File: config.mk
export PLATFORM = sky130hd
export DESIGN_NAME = dram_arbiter
export DESIGN_NICKNAME = d
export VERILOG_FILES = /design/src/rtl/dram_arbiter.sv
export SDC_FILE = /design/constraint.sdc
export NUM_CORES = 1
export LEC_CHECK = 0
export CORE_MARGIN = 1.5
export CORE_UTILIZATION = 25
export DETAILED_ROUTE_END_ITERATION = 10
export SYNTH_ARGS = -nofsm -noshare
export SYNTH_HDL_FRONTEND = slang
export SYNTH_SLANG_ARGS = --single-unit
File: constraint.sdc
create_clock -name clk -period 5.4 [get_ports clk]
set_input_delay 1.62 -clock clk [delete_from_list [all_inputs] [get_ports clk]]
set_output_delay 1.62 -clock clk [all_outputs]
set_load 0.01 [all_outputs]
File: src/rtl/dram_arbiter.sv
// Round-robin arbiter sharing one single-port data RAM between the core (A) and the loader (B).
// Registers the winning command, drives the RAM for one cycle per grant, returns read data/err.
module dram_arbiter #(
    parameter int AW       = 9,
    parameter int DW       = 16,
    parameter int DEPTH    = 32,
    parameter int LOCK_MAX = 4
) (
    input  logic          clk,
    input  logic          rstn,
    input  logic          a_req,
    input  logic          b_req,
    input  logic          a_we,
    input  logic          b_we,
    input  logic          a_lock,
    input  logic          b_lock,
    input  logic [AW-1:0] a_addr,
    input  logic [AW-1:0] b_addr,
    input  logic [DW-1:0] a_wdata,
    input  logic [DW-1:0] b_wdata,
    output logic          a_gnt,
    output logic          b_gnt,
    output logic          a_rvalid,
    output logic          b_rvalid,
    output logic [DW-1:0] a_rdata,
    output logic [DW-1:0] b_rdata,
    output logic          a_err,
    output logic          b_err,
    output logic          ram_we,
    output logic          ram_re,
    output logic [AW-1:0] ram_addr,
    output logic [DW-1:0] ram_din,
    input  logic [DW-1:0] ram_dout
);

    localparam int          CW      = $clog2(LOCK_MAX + 1);
    localparam logic [AW:0] DEPTH_W = (AW + 1)'(DEPTH);

    typedef enum logic [1:0] {
        IDLE    = 2'd0,
        GRANT_A = 2'd1,
        GRANT_B = 2'd2
    } state_t;

    state_t          state, state_nxt;
    logic            cmd_we, cmd_lock, cmd_inr;
    logic            last_b;
    logic [CW-1:0]   lock_cnt, lock_cnt_nxt;
    logic            any_req;
    logic            win_b, win_we, win_lock, win_inr;
    logic [AW-1:0]   win_addr;
    logic [DW-1:0]   win_wdata;
    logic            a_rv_q, b_rv_q, a_err_q, b_err_q;

    always_comb begin
        any_req = a_req | b_req;
        win_b   = b_req & ~a_req;
        // cmd_lock is cleared on IDLE, so it only reflects a lock carried by the grant just issued
        if (a_req && b_req) begin
            if (cmd_lock && (lock_cnt < CW'(LOCK_MAX)))
                win_b = last_b;
            else
                win_b = ~last_b;
        end
        win_we    = win_b ? b_we    : a_we;
        win_lock  = win_b ? b_lock  : a_lock;
        win_addr  = win_b ? b_addr  : a_addr;
        win_wdata = win_b ? b_wdata : a_wdata;
        win_inr   = ({1'b0, win_addr} < DEPTH_W);

        state_nxt = IDLE;
        if (any_req)
            state_nxt = win_b ? GRANT_B : GRANT_A;

        lock_cnt_nxt = '0;
        if (any_req && cmd_lock && win_lock && (win_b == last_b))
            lock_cnt_nxt = (lock_cnt == CW'(LOCK_MAX)) ? lock_cnt : lock_cnt + 1'b1;
    end

    always_ff @(posedge clk or negedge rstn) begin
        if (!rstn) begin
            state    <= IDLE;
            lock_cnt <= '0;
            last_b   <= 1'b1;
            cmd_we   <= 1'b0;
            cmd_lock <= 1'b0;
            cmd_inr  <= 1'b0;
            ram_we   <= 1'b0;
            ram_re   <= 1'b0;
            ram_addr <= '0;
            ram_din  <= '0;
            a_rv_q   <= 1'b0;
            b_rv_q   <= 1'b0;
            a_err_q  <= 1'b0;
            b_err_q  <= 1'b0;
        end else begin
            state    <= state_nxt;
            lock_cnt <= lock_cnt_nxt;
            ram_we   <= 1'b0;
            ram_re   <= 1'b0;
            cmd_lock <= 1'b0;
            if (any_req) begin
                last_b   <= win_b;
                cmd_we   <= win_we;
                cmd_lock <= win_lock;
                cmd_inr  <= win_inr;
                ram_addr <= win_addr;
                ram_din  <= win_wdata;
                ram_we   <= win_inr & win_we;
                ram_re   <= win_inr & ~win_we;
            end
            a_rv_q  <= (state == GRANT_A) & ~cmd_we;
            a_err_q <= (state == GRANT_A) & ~cmd_inr;
            b_rv_q  <= (state == GRANT_B) & ~cmd_we;
            b_err_q <= (state == GRANT_B) & ~cmd_inr;
        end
    end

    always_comb begin
        a_gnt    = (state == GRANT_A);
        b_gnt    = (state == GRANT_B);
        a_rvalid = a_rv_q;
        b_rvalid = b_rv_q;
        a_err    = a_err_q;
        b_err    = b_err_q;
        a_rdata  = (a_rv_q && !a_err_q) ? ram_dout : '0;
        b_rdata  = (b_rv_q && !b_err_q) ? ram_dout : '0;
    end

endmodule

; ---- After elaboration in Yosys (flattened, before gate mapping)
; Index checks and enable logic that the tools add are counted.
[totals]
ff_bits = 40
inputBits = 74
output_inout_bits = 65
word_cells = 59
[op_classes]
n_addsub = 1
magnitude_cmp = 2
n_eq_ne = 5
mux = 15
bitwise = 13
reduce_logical = 9
[ops]
columns = op, count
row1 = $mux 16, 3
row2 = $lt 9x6->1 const B, 1
row3 = $mux 9, 1
row4 = $and 1x1->1, 7
row5 = $logic_and 1x1->1, 7
row6 = $mux 1, 7
row7 = $mux 3, 2
row8 = $not 1->1, 5
row9 = $mux 2, 2
row10 = $add 3x1->3 const B, 1
row11 = $eq 3x3->1 const B, 1
row12 = $lt 3x3->1 const B, 1
row13 = $eq 2x1->1 const B, 1
row14 = $eq 2x2->1 const B, 1
row15 = $logic_not 1->1, 2
row16 = $ne 2x2->1 const B, 1
row17 = $eq 1x1->1, 1
row18 = $or 1x1->1, 1

; ---- Longest topological paths before layout
[logic_depth]
depth_word = 8
ltp_mapped = 9
mapped_depth_nobuf = 6

; ---- Least setup slack after synthesis
; No wires, ideal clock.
[synth_path]
path_kind = input to output
from = input ram_dout[0]
to = output a_rdata[0]
arrival_ns = 1.766
t_required_ns = 3.780
path_slack_ns = 2.014
cell_stages = 1
path_buffers = 0
path_cell_list = and2_1
[synth_via]
elab_chain_len = 1
[synth_rtl]
columns = element, line
row1 = from (decl), 33  ; input logic [DW-1:0] ram_dout
row2 = $mux 16, 126  ; a_rdata = (a_rv_q && !a_err_q) ? ram_dout : '0;
row3 = to (decl), 25  ; output logic [DW-1:0] a_rdata,
; No other way between the ends.

; ---- Worst setup path in the final report
[layout_path]
from = input ram_dout[11]
to = output b_rdata[11]
[layout_via]
elab_chain_len = 1
[layout_rtl]
columns = element, line
row1 = $mux 16, 127  ; b_rdata = (b_rv_q && !b_err_q) ? ram_dout : '0;
row2 = to (decl), 26  ; output logic [DW-1:0] b_rdata,
; No other way between the ends.

==> summary.md <==
| Metric | Value |
|---|---|
| Post-synth top area cell | dfrtp_1 |
| Slowest stage delay, CP | 530 ps |
| Core area | 8130 sq um |
| Max-slew violations | 0 |
| Total global-route track usage | 13.0% |
| Worst-Margin Slew | 1020 ps |
| Post_cts resized | 0 |
| # Post-CTS Setup Buffers | 0 |
| Worst Skew | 3.84 ps |
| Worst Hold Path Cells | 1 |
| Final setup fails | 0 |
| Lkg Pwr | 0.00155 uW |
| Top delay family on crit path | buffers and inverters |
| Post-synth EDFFs | 0 |
| Seq cells post-synth | 40 |
| Worst skew pair latency | 280 ps |
| Mean Syn Cell Area | 9.50 sq um |
| Global-route wire length before repair | 9.07 mm |
| Max transition margin | 32.2% |
| Warnings, synthesis | 0 |
| Register area share after synthesis | 48.4% |
| H-tree levels | 2 |
| TritonRoute pass-1 iters | 4 |
| Final min period | 4410 ps |
| Hold-fix buffers, CTS | 0 |
| Root buffer cell | clkbuf_8 |
| CTS Buf Count | 5 |
| Post-Syn Nets | 294 |
| Die area | 8840 sq um |
| Die height | 94.0 um |
| CP arrival | 2790 ps |
| Multi-input logic area | 960 sq um |
| Initial DRC Count | 40 |
| Power per cell area | 227 nW/um^2 |
| Post-layout nets | 429 |
| Final cycle utilization of the critical path | 81.6% |
| Reg2Reg Setup Slack | 3050 ps |
| Clk buf depth | 2 |
| CTS sink cnt | 40 |
| Most used cell, CP | clkdlybuf4s50_1 |
| Largest net degree at the start of global routing | 41 |
| Setup TNS | 0 ps |
| Maxcap violations | 0 |
| Dpl hpwl | 4.50 mm |
| FF-to-FF End | lock_cnt[1] |
| Unique cell type count in the Yosys netlist | 34 |
| Drc violations | 0 |
| Routed via count | 2006 |
| Worst Hold Endpoint | a_err |
| Post-DRT Antenna Nets | 0 |
| Worst-path cell chain | clkdlybuf4s50_1 -> and2_1 -> clkdlybuf4s50_1 |
| Fill cells | 824 |
| Cell count after synthesis | 218 |
| R2R depth | 6 |
| Area delta synth->final | 74.5% |
| HP Class | register to register |
| Most common cell in the netlist | nand2_1 |
| Port Buf Inserts | 138 |
| Routability congestion estimate | 0.708 |
| Initial Util | 25.5% |
| Final std cells w/o fill | 458 |
| FP Rows | 33 |
| Worst-path maximum fanout | 2 |
| Worst setup EP type | output pin |
| Initial antenna violation count | 0 |
| Critical path depth in cells | 3 |
| Hold Vio Cnt, Final | 0 |
| Cell Area, Synth | 2070 sq um |
| Commonest cells post-synth | 47 x nand2_1, 39 x dfrtp_1, 34 x and2_1 |
| GRT overflow | 0 |
| CTS tree | yes |
| WL/cell | 12.7 um |
| Yosys top cell area share | 47.1% |
| Reg area | 1000 sq um |
| Dominant synthesized flop cell | dfrtp_1 |
| Max VDD drop | 0.0969 mV |
| Max stage delay cell, worst path | clkdlybuf4s50_1 |
| # diodes | 0 |
| Chip Width | 94.0 um |
| RSZ-0062 raised after global routing | no |
| CP Data Required Time | 3780 ps |
| Final WL | 5.84 mm |
| Min-Delay Startpoint | cmd_inr |
| Ys async rst share | 100% |
| Layout cell share with drive strength beyond 1 | 6.80% |
| IO Pins | 139 |
| RR Startpoint | last_b |
| Vias in the first global route | 1877 |
| WP buf/inv | 2 |
| Max Clk Rate | 227 MHz |
| Clock transition at path regs | 70 ps |
| Placed Cells incl. Taps | 451 |
| Ranking of synthesized cells by area | dfrtp_1 47%, and2_1 10%, nand2_1 8.5% |
| Critical path launch point type | input pin |
| WS Path Type | input pin to output pin |
| Status | finished clean |
| Vias per cell | 4.38 |
## placed cells by master, fill, tap and decap left out, types with 2 or more instances in the layout
| master | instances |
|---|---|
| clkdlybuf4s50_1 | 137 |
| nand2_1 | 47 |
| dfrtp_1 | 39 |
| and2_1 | 34 |
| a22oi_1 | 21 |
| inv_1 | 10 |
| clkbuf_8 | 7 |
| nor2_1 | 6 |
| mux2_2 | 6 |
| o22ai_1 | 5 |
| a21oi_1 | 5 |
| nand2b_1 | 4 |
| nor2b_1 | 3 |
| mux2i_1 | 3 |
| nor3_1 | 3 |
| nor4_1 | 2 |
| o21ai_0 | 2 |
| ha_1 | 2 |
## kinds of logic (layout without fill, tap and decap cells)
kind of cell	Yosys count	count (layout)	share of synthesized area [%]
and+or+nand+nor	105	105	25.6
DFF	40	40	48.4
AOI/OAI and AO/OA	39	39	14.3
buffers and inverters	22	157	5.43
muxes	9	9	4.71
adders and majority gates	2	2	1.21
xor gates and xnor gates	1	1	0.423
## how the worst max path moves through the flow
stage / startpoint / end / slack, ps
final: ram_dout[11] / b_rdata[11] / 990
after CTS: ram_dout[11] / b_rdata[11] / 990
after global placement: ram_dout[9] / b_rdata[9] / 990
after global routing: ram_dout[11] / b_rdata[11] / 950
after detailed placement: ram_dout[11] / b_rdata[11] / 990
after floorplan: ram_dout[0] / a_rdata[0] / 2010
## stage by stage
step	setup slack (ps)	hold slack (ps)	instance area, sq um	utilization (%)	power, uW
2_1_floorplan	2010	422	2070	-	460
3_5_place_dp	990	454	3520	43.3	619
6_report	995	463	3610	44.4	819
3_3_place_gp	991	448	3520	43.3	616
4_1_cts	985	472	3610	44.4	836
5_1_grt	954	489	3610	44.4	872
## flip-flops by register name (all words and copies together), names as in the netlist
| name | count |
|---|---|
| last_b | 1 |
| ram_din | 16 |
| cmd_inr | 1 |
| a_err | 1 |
| state | 2 |
| b_err | 1 |
| cmd_lock | 1 |
| ram_we | 1 |
| b_rvalid | 1 |
| lock_cnt | 3 |
| a_rvalid | 1 |
| ram_re | 1 |
| cmd_we | 1 |
| ram_addr | 9 |
## where the power goes
part           internal, uW  total, uW  switching [uW]
Combinational           151        257             106
Clock                   114        210            96.5
Sequential              334        352            17.9
## layer usage
| metal | track usage [%] | share of wire, % |
|---|---|---|
| met1 | 15.1 | 40 |
| met2 | 22.9 | 49 |
| met3 | 5.02 | 11 |
| met4 | 2.61 | 0.36 |
| met5 | 0 | 0 |
## cell type report
| cell class | count | area share (%) |
|---|---|---|
| Timing Repair Buffer | 139 | 38.3 |
| Tap cell | 105 | 3.63 |
| Sequential cell | 40 | 27.7 |
| Multi-Input combinational cell | 156 | 26.5 |
| Clock buffer | 7 | 2.67 |
| Inverter | 11 | 1.14 |
No activity file was read; power rests on OpenSTA's default activity.
